## src/rtl/gb_dma_pkg.sv

```systemverilog
// gb_dma_pkg: shared types and constants for the Game Boy OAM DMA sequencer.
package gb_dma_pkg;

    typedef enum logic [1:0] {
        IDLE  = 2'd0,
        START = 2'd1,
        READ  = 2'd2,
        WRITE = 2'd3
    } dma_state_t;

    localparam logic [15:0] OAM_BASE     = 16'hFE00;
    localparam logic [7:0]  ECHO_LO      = 8'hE0;
    localparam logic [7:0]  ECHO_OFS     = 8'h20;
    localparam int          XFER_LEN_DEF = 160;

    // Pages E0..FF alias the work RAM 0x20 pages below them (echo RAM).
    function automatic logic [7:0] map_page(input logic [7:0] page);
        return (page >= ECHO_LO) ? (page - ECHO_OFS) : page;
    endfunction

endpackage

```

## src/rtl/gb_dma_ctrl.sv

```systemverilog
// gb_dma_ctrl: OAM DMA sequencer. A rising edge of reg_write copies XFER_LEN
// bytes from {page,00} into OAM, one byte per XFER_CYCLES clocks.
// Optional feature macro: DMA_RESTART_EN (a write during a copy restarts it).
import gb_dma_pkg::*;

module gb_dma_ctrl #(
    parameter int XFER_CYCLES = 4,
    parameter int START_DELAY = 4,
    parameter int XFER_LEN    = XFER_LEN_DEF
) (
    input  logic        clk,
    input  logic        reset,
    input  logic        reg_write,
    input  logic [7:0]  reg_din,
    output logic [7:0]  reg_dout,
    output logic [15:0] src_adr,
    output logic        src_read,
    input  logic [7:0]  src_din,
    output logic [7:0]  oam_adr,
    output logic [7:0]  oam_dout,
    output logic        oam_write,
    output logic        active
);

    localparam logic [7:0] START_LAST = 8'(START_DELAY - 1);
    localparam logic [7:0] READ_LAST  = 8'(XFER_CYCLES - 2);
    localparam logic [7:0] INDEX_LAST = 8'(XFER_LEN - 1);
    localparam logic [7:0] OAM_LO     = OAM_BASE[7:0];

    dma_state_t state, state_nx;
    logic       r_reg_write;
    logic       wr_edge;
    logic       start_copy;
    logic       load_byte;
    logic [7:0] page, page_nx;
    logic [7:0] index, index_nx;
    logic [7:0] cnt, cnt_nx;

    assign wr_edge = reg_write & ~r_reg_write;

`ifdef DMA_RESTART_EN
    assign start_copy = wr_edge;
`else
    assign start_copy = wr_edge & (state == IDLE);
`endif

    // Next-state logic: delay in START, read phase, single write, advance index.
    always_comb begin
        state_nx  = state;
        page_nx   = page;
        index_nx  = index;
        cnt_nx    = cnt;
        load_byte = 1'b0;
        case (state)
            IDLE: state_nx = IDLE;
            START: begin
                if (cnt == START_LAST) begin
                    state_nx = READ;
                    cnt_nx   = '0;
                end else begin
                    cnt_nx = cnt + 8'd1;
                end
            end
            READ: begin
                if (cnt == READ_LAST) begin
                    state_nx  = WRITE;
                    cnt_nx    = '0;
                    load_byte = 1'b1;
                end else begin
                    cnt_nx = cnt + 8'd1;
                end
            end
            WRITE: begin
                if (index == INDEX_LAST) begin
                    state_nx = IDLE;
                end else begin
                    state_nx = READ;
                    index_nx = index + 8'd1;
                end
            end
            default: state_nx = IDLE;
        endcase
        if (start_copy) begin
            state_nx = START;
            page_nx  = reg_din;
            index_nx = '0;
            cnt_nx   = '0;
        end
    end

    // Sequencer state, edge detector and copy position registers.
    always_ff @(posedge clk or posedge reset) begin
        if (reset) begin
            state       <= IDLE;
            r_reg_write <= 1'b0;
            page        <= '0;
            index       <= '0;
            cnt         <= '0;
        end else begin
            state       <= state_nx;
            r_reg_write <= reg_write;
            page        <= page_nx;
            index       <= index_nx;
            cnt         <= cnt_nx;
        end
    end

    // Read-back register follows every CPU write; OAM data latched on the last read clock.
    always_ff @(posedge clk or posedge reset) begin
        if (reset) begin
            reg_dout <= '0;
            oam_dout <= '0;
        end else begin
            if (wr_edge) begin
                reg_dout <= reg_din;
            end
            if (load_byte) begin
                oam_dout <= src_din;
            end
        end
    end

    assign src_adr   = {map_page(page), index};
    assign oam_adr   = index + OAM_LO;
    assign src_read  = (state == READ);
    assign oam_write = (state == WRITE);
    assign active    = (state != IDLE);

endmodule
```

## config.mk

```make
export PLATFORM = sky130hd
export DESIGN_NAME = gb_dma_ctrl
export DESIGN_NICKNAME = d
export VERILOG_FILES = /design/src/rtl/gb_dma_pkg.sv /design/src/rtl/gb_dma_ctrl.sv
export SDC_FILE = /design/constraint.sdc
export NUM_CORES = 1
export LEC_CHECK = 0
export ABC_AREA = 1
export BUFFER_PORTS_ARGS = -buffer_cell sky130_fd_sc_hd__buf_4
export CAP_MARGIN = 20
export CORE_UTILIZATION = 56
export CTS_CLUSTER_SIZE = 30
export DETAILED_ROUTE_END_ITERATION = 8
export GPL_TIMING_DRIVEN = 0
export HOLD_SLACK_MARGIN = 0.06
export PLACE_DENSITY = 0.85
export SETUP_SLACK_MARGIN = 0.2
export SLEW_MARGIN = 20
export SYNTH_ARGS = -nofsm -noshare
export SYNTH_HDL_FRONTEND = slang
export SYNTH_SLANG_ARGS = --single-unit
```

## constraint.sdc

```tcl
create_clock -name clk -period 2.6 [get_ports clk]
set_clock_uncertainty 0.2 [all_clocks]
set_input_delay 0.13 -clock clk [delete_from_list [all_inputs] [get_ports clk]]
set_output_delay 0.13 -clock clk [all_outputs]
set_load 0.02 [all_outputs]
```

==> results by group, run 1 <==
Pwr
  – Overall power: ~1.4 mW
  – Pleak: 1.669 nW
  – Sequential group share of total power: 0.507
  – Peak supply drop: 397.5 uV
  – Internal power: 1.036 mW
  – PwrDens: roughly 440 nW/um2
  – Logic pwr share: 0.099
  – Sw frac: 0.2435
  – Sw Pwr: 0.3335 mW
  – Clk network pwr share: 0.394

CTS
  – H-tree depth: 2
  – CTS Root Cell: clkbuf_8
  – TritonCTS buffer count: 5
  – Setup bufs post-CTS: 0
  – Clock transition at the registers of the reported paths: ~0.09 ns
  – CTS Buffer Depth: 2
  – Post_cts resized: 0
  – Sink Count: 43
  – TritonCTS clock tree: built
  – Clk Latency, worst-skew pair: ~0.3 ns

Place
  – Pre-CTS setup slack: 0.8548 ns
  – DP Area: 2785 um2
  – Buffers on Ports: slightly above 60
  – GPL Wtd Cong: around 0.86
  – Post-detail-place hpwl: around 3.5 mm
  – Placed insts: about 390

Timing
  – Final Cycle Share: 0.7133
  – RSZ-0062 raised after global routing: no
  – Min Tclk post-route: 1.855 ns
  – Setup TNS: 0 ns
  – WHS: ~0.13 ns
  – Slew Viols, Final: 0
  – Final Setup Violations: 0
  – Slew @ Worst Pin: 0.4642 ns
  – Setup WS post-layout: ~0.75 ns
  – Fmax: roughly 540 MHz
  – Final hold violation count: 0
  – Max_slew headroom: 0.6905

Synth
  – Synth Instances: around 280
  – Avg Inst Size Synth: 8.112 um2
  – Top-count cell post-synth: nand2_1
  – Post-synth top area cell: dfrtp_1
  – Post-synth top cells: nand2_1 (74), inv_1 (48), dfrtp_1 (43), o21ai_0 (26), nand3_1 (18)
  – Warnings from Yosys: 0
  – Netlist cell types: 24
  – Synth Flop Type: dfrtp_1
  – Post-synthesis sequential area ratio: 0.4788
  – Largest cells by area after synthesis: dfrtp_1 (48%), nand2_1 (12%), inv_1 (8.0%)
  – Yosys reg bits: 43
  – Synthesized area: between 2000 and 2500 um2
  – Synth top area share: 0.4788
  – Async set or reset register ratio after synthesis: 1.000
  – Syn Nets: roughly 300
  – Post-synth EDFFs: 0

Setup path
  – Worst-path fanout max: 10
  – Nature of the critical path endpoint: flop
  – Critical Path Start: cnt[0]
  – Startpoint Class: flop
  – Worst Path Required: approximately 2.6 ns
  – Setup Crit Path Kind: reg2reg
  – CP Data Arrival Time: 1.86 ns
  – RR Endpoint: oam_dout[7]
  – Reg2reg path depth: 8
  – Worst r2r src: cnt[0]
  – R2r setup slk: roughly 0.75 ns
  – CP Capture Point: oam_dout[7]

Layout
  – Area growth from synthesis to layout: 36.97%
  – Final Util: 0.8222
  – Finished Cell Area: roughly 3100 um2
  – Fillers: roughly 220
  – # diodes: 0
  – Nets: ~390
  – Non-Filler Instances: 413
  – Share of cells above drive strength 1: 0.2877

GRT
  – Grt ovf: 0
  – First-pass GRT wire length: 9.929 mm
  – Largest net degree at the start of global routing: 34
  – Total track usage: 0.3128
  – Vias in the first global route: ~2000
  – Initial antenna violation count: 0

Drt
  – Drt drc: 0
  – Post-route ant nets: 0
  – Wire per inst: between 10 and 15 um
  – Via density: 5.230
  – Initial drt markers: approximately 160
  – WL final: 6.095 mm
  – Pre-Repair DR Iteration Count: 4
  – Via Count: between 2000 and 2500

Outcome
  – Outcome: finished clean

Die
  – Num rows: 22
  – Die span in x: approximately 65 um
  – Die area: 4270 um2
  – Die Ht: 65.35 um
  – Initial Util: 0.6003
  – I/O Pins: between 60 and 70
  – Placeable core region: about 3700 um2

Worst hold path
  – Hold Path Class: in2async

Run
  – # Max-Cap Violations: 0
[cells by family after synthesis]
kind of cell               count (synthesis)  share of synthesized area
and+or+nand+nor                          113                     0.2194
DFF                                       43                     0.4788
buffers and inverters                     69                     0.1470
adders and majority gates                  5                    0.02784
xor gates and xnor gates                   4                    0.01559
AOI/OAI and AO/OA                         43                     0.1114
[what timing repair did]
item                                    CTS  global route
endpoints found under the setup margin    0             0
hold buffers                             18             0
hold endpoints to repair                 68             0
[critical path: stages, from the launching register on]
cell and delay [ns]:
dfrtp_1 0.43, inv_1 0.12, ha_1 0.17, inv_1 0.04
nor2_1 0.17, nand3_2 0.24, buf_6 0.23, nand2_1 0.09
o21ai_2 0.05
[power groups by stage]
stage | clock, mW | sequential [mW] | combinational (mW)
floorplan | 0 | 0.725 | 0.0299
global placement | 0 | 0.707 | 0.101
detailed placement | 0 | 0.707 | 0.108
CTS | 0.536 | 0.694 | 0.130
global route | 0.569 | 0.697 | 0.145
finish | 0.539 | 0.695 | 0.136
[how the worst min path moves through the flow]
stage                             end  slack [ns]  cells past startpoint
after floorplan           r_reg_write       -0.04                      0
after global placement    r_reg_write        0.05                      1
after detailed placement       cnt[0]       -0.11                      2
after CTS                      cnt[0]        0.12                      3
after global routing         index[6]        0.15                      3
final                          cnt[0]        0.13                      3
[flip-flops by register name, summed over array words and instances, names as in the netlist]
| name | cells |
|---|---|
| cnt | 8 |
| index | 8 |
| oam_dout | 8 |
| page | 8 |
| reg_dout | 8 |
| state | 2 |
| r_reg_write | 1 |
[layout make-up]
cell class              instances  area (um2)  share of cell area
inverters                      50       187.7             0.06098
well taps                      48       60.06             0.01951
clock inverters                 3       43.79             0.01423
repair buffers                 80       658.1              0.2138
multi-input cells             165       840.8              0.2732
clock buffers                   5       68.82             0.02236
flip-flops and latches         43        1076              0.3496
plain buffers                  19       142.6             0.04634
[layout by cell type (no fill, tap or decap)]
cell / Yosys / routed
clkinv_2: 0 / 1
clkbuf_1: 2 / 2
nor2_4: 1 / 1
bufinv_16: 0 / 1
o21ai_1: 4 / 4
nand3b_1: 1 / 1
clkbuf_8: 0 / 5
buf_6: 2 / 2
o21ai_2: 9 / 9
xnor2_1: 1 / 1
buf_4: 15 / 76
nand4_1: 4 / 4
o21ai_0: 26 / 26
xor2_1: 3 / 3
a31oi_1: 1 / 1
dlygate4sd3_1: 0 / 18
inv_1: 48 / 47
nand3_2: 2 / 2
a21oi_1: 3 / 3
nand3_1: 18 / 18
dfrtp_1: 43 / 43
nand2_4: 1 / 1
buf_12: 0 / 1
nor2_1: 10 / 10
ha_1: 5 / 5
clkinv_4: 0 / 1
nor2_2: 1 / 1
nand2_1: 74 / 74
inv_2: 2 / 3
nand2_2: 1 / 1
[per-layer routing]
layer  GRT usage  vias up  routed length, um
met2      0.5296      105               3052
li1            -     1018                  -
met4      0.1332        0                180
met5           0        -                  0
met1      0.3707     1019               2383
met3     0.08681       18                477
No activity file was read; power rests on OpenSTA's default activity.
==> inputs of run 2 (changes only) <==
--- a/config.mk
+++ b/config.mk
@@ -5,15 +5,15 @@
 export SDC_FILE = /design/constraint.sdc
 export NUM_CORES = 1
 export LEC_CHECK = 0
-export ABC_AREA = 1
+export ABC_AREA = 0
 export BUFFER_PORTS_ARGS = -buffer_cell sky130_fd_sc_hd__buf_4
 export CAP_MARGIN = 20
-export CORE_UTILIZATION = 56
+export CORE_UTILIZATION = 46
 export CTS_CLUSTER_SIZE = 30
 export DETAILED_ROUTE_END_ITERATION = 8
 export GPL_TIMING_DRIVEN = 0
 export HOLD_SLACK_MARGIN = 0.06
-export PLACE_DENSITY = 0.85
+export PLACE_DENSITY = 0.75
 export SETUP_SLACK_MARGIN = 0.2
 export SLEW_MARGIN = 20
 export SYNTH_ARGS = -nofsm -noshare
==> constraint.sdc (replaced) <==
create_clock -name clk -period 1.65 [get_ports clk]
set_clock_uncertainty 0.2 [all_clocks]
set_input_delay 0.0825 -clock clk [delete_from_list [all_inputs] [get_ports clk]]
set_output_delay 0.0825 -clock clk [all_outputs]
set_load 0.02 [all_outputs]
==> results by group, run 2 <==
Outcome
  – Outcome: complete, but fails checks
  – Violated checks: setup timing

Timing
  – Setup WS post-layout: -0.1082 ns
  – Fmax: between 500 and 600 MHz
  – WHS: a little under 0.1 ns
  – Min Tclk post-route: around 1.8 ns
  – Slew @ Worst Pin: between 0.4 and 0.5 ns
  – RSZ-0062 raised after global routing: yes
  – Final Cycle Share: 1.066
  – Final hold violation count: 0
  – Final Setup Violations: 27
  – Slew Viols, Final: 0
  – Max_slew headroom: 0.7249

Setup path
  – Worst Path Required: 1.64 ns
  – CP max stage delay: between 0.4 and 0.5 ns
  – Startpoint Class: flop
  – CP Data Arrival Time: between 1.5 and 2 ns
  – Worst-path fanout max: 5
  – Nature of the critical path endpoint: flop
  – Worst path cell trace: nor4_4 -> buf_6 -> nand4_1 -> o211ai_4 -> o21ba_2
  – Setup Crit Path Kind: reg2reg
  – Slowest cell on crit path: dfrtp_2

Layout
  – Area growth from synthesis to layout: 66.74%
  – Register area: approximately 1100 um2
  – Non-Filler Instances: 374
  – Share of cells above drive strength 1: 0.5807
  – Most common cell after layout, fill and taps aside: buf_4
  – Final Util: 0.8101
  – Highest-count cells in the layout ignoring fill and taps: buf_4 (86), dfrtp_1 (35), nand2_1 (31)
  – # diodes: 0
  – Multi-input logic area: roughly 1200 um2
  – Nets: roughly 350
  – Fillers: between 200 and 250
  – Finished Cell Area: between 3000 and 4000 um2

Synth
  – Netlist cell types: 45
  – Post-synth top area cell: dfrtp_1
  – Async set or reset register ratio after synthesis: 1.000
  – Warnings from Yosys: 0
  – Post-synth top cells: dfrtp_1 (43), nand2_1 (35), buf_4 (13), mux2_2 (13)
  – Yosys reg bits: between 40 and 50
  – Avg Inst Size Synth: between 10 and 15 um2
  – Synth Flop Type: dfrtp_1
  – Post-synth EDFFs: 0
  – Synth top area share: 0.5018
  – Syn Nets: roughly 230
  – Top-count cell post-synth: dfrtp_1
  – Synthesized area: around 2100 um2
  – Largest cells by area after synthesis: dfrtp_1 (50%), mux2_2 (6.8%), nand2_1 (6.1%)
  – Synth Instances: between 200 and 250
  – Post-synthesis sequential area ratio: 0.5018

Pwr
  – Pleak: between 1.5 and 2 nW
  – Peak supply drop: about 1300 uV
  – Overall power: ~7 mW
  – PwrDens: slightly below 2000 nW/um2

CTS
  – Sink Count: between 40 and 50
  – CTS Buffer Depth: 2
  – TritonCTS buffer count: 5
  – TritonCTS clock tree: built
  – CTS Root Cell: clkbuf_8
  – Clk Latency, worst-skew pair: ~0.3 ns
  – Clock transition at the registers of the reported paths: 0.09 ns
  – H-tree depth: 2

Place
  – Buffers on Ports: 61
  – DP Area: between 2000 and 3000 um2
  – GPL Wtd Cong: roughly 0.81
  – Placed insts: 318
  – Post-detail-place hpwl: between 3 and 4 mm

GRT
  – Total track usage: 0.2695
  – Initial antenna violation count: 0
  – First-pass GRT wire length: 10.31 mm
  – Largest net degree at the start of global routing: 27
  – Vias in the first global route: 2163
  – Grt ovf: 0

Die
  – Initial Util: 0.4858
  – Die Ht: between 70 and 80 um
  – Die span in x: ~70 um
  – Num rows: 24
  – Placeable core region: between 4000 and 5000 um2
  – I/O Pins: between 60 and 70
  – Die area: 4939 um2

Drt
  – Drt drc: 0
  – Via Count: roughly 2100
  – Pre-Repair DR Iteration Count: 4
  – Initial drt markers: 181
  – WL final: between 7 and 8 mm
  – Via density: 5.642
  – Post-route ant nets: 0
  – Wire per inst: between 15 and 20 um

Run
  – # Max-Cap Violations: 0

Worst hold path
  – Hold Path Class: in2reg
run 2: critical path: cells and delay by family (launching register included):
kind	cells	cell delay, ns
flip-flops	1	0.45
AO/OA/AOI/OAI	2	0.35
buffers and inverters	1	0.18
AND/OR/NAND/NOR	2	0.47
run 2: logic make-up (layout without fill, tap and decap cells):
group,Yosys count,after routing,share of synthesized area
and+or+nand+nor,75,76,0.1855
adders and majority gates,5,5,0.02917
buffers and inverters,27,143,0.07409
muxes,15,15,0.07760
DFF,43,43,0.5017
AOI/OAI and AO/OA,32,33,0.1033
xor gates and xnor gates,7,7,0.02859
run 2: stage by stage:
stage | setup TNS, ns | setup WS (ns)
floorplan | -0.6046 | -0.07798
detailed placement | -5.832 | -0.3125
global placement | -15.78 | -0.3645
finish | -1.526 | -0.1082
CTS | -0.4138 | -0.04472
global route | -3.102 | -0.1739
run 2: layout make-up:
class | count | area share
buffer | 18 | 0.04304
multi-input combinational | 136 | 0.3355
timing repair buffer | 108 | 0.2652
inverter | 9 | 0.009447
sequential | 43 | 0.3037
clock inverter | 3 | 0.005598
clock buffer | 5 | 0.01924
tap | 52 | 0.01819
run 2: worst paths after layout:
path | from | endpoint | slack (ns) | depth (start not counted)
max in group asynchronous | reset | cnt[6] | 0.62 | 4
max | cnt[5] | cnt[3] | -0.11 | 5
min | reg_write | reg_dout[6] | 0.1 | 5
min in group asynchronous | reset | oam_dout[5] | 0.13 | 3
max reg2reg | cnt[5] | cnt[3] | -0.11 | 5
min reg2reg | reg_dout[5] | reg_dout[5] | 0.30 | 2
run 2: metal layers:
layer,GRT usage,vias up,share of wire
li1,-,939,-
met1,0.3169,1038,0.37
met2,0.4582,100,0.52
met3,0.07215,33,0.059
met4,0.1200,0,0.048
met5,0,-,0
run 2: timing repair:
item	CTS	global route
pin swaps	14	17
buffers inserted	23	4
endpoints found under the hold margin	68	0
cloned	3	0
setup endpoints to repair	39	43
resized for setup	53	40
hold buffers	18	0
run 2: power by group:
part / switching, mW / internal [mW] / total [mW]
Sequential: 0.467 / 1.47 / 1.94
Combinational: 2.13 / 2.14 / 4.27
Clock: 0.400 / 0.295 / 0.695
Total: 2.99 / 3.91 / 6.91
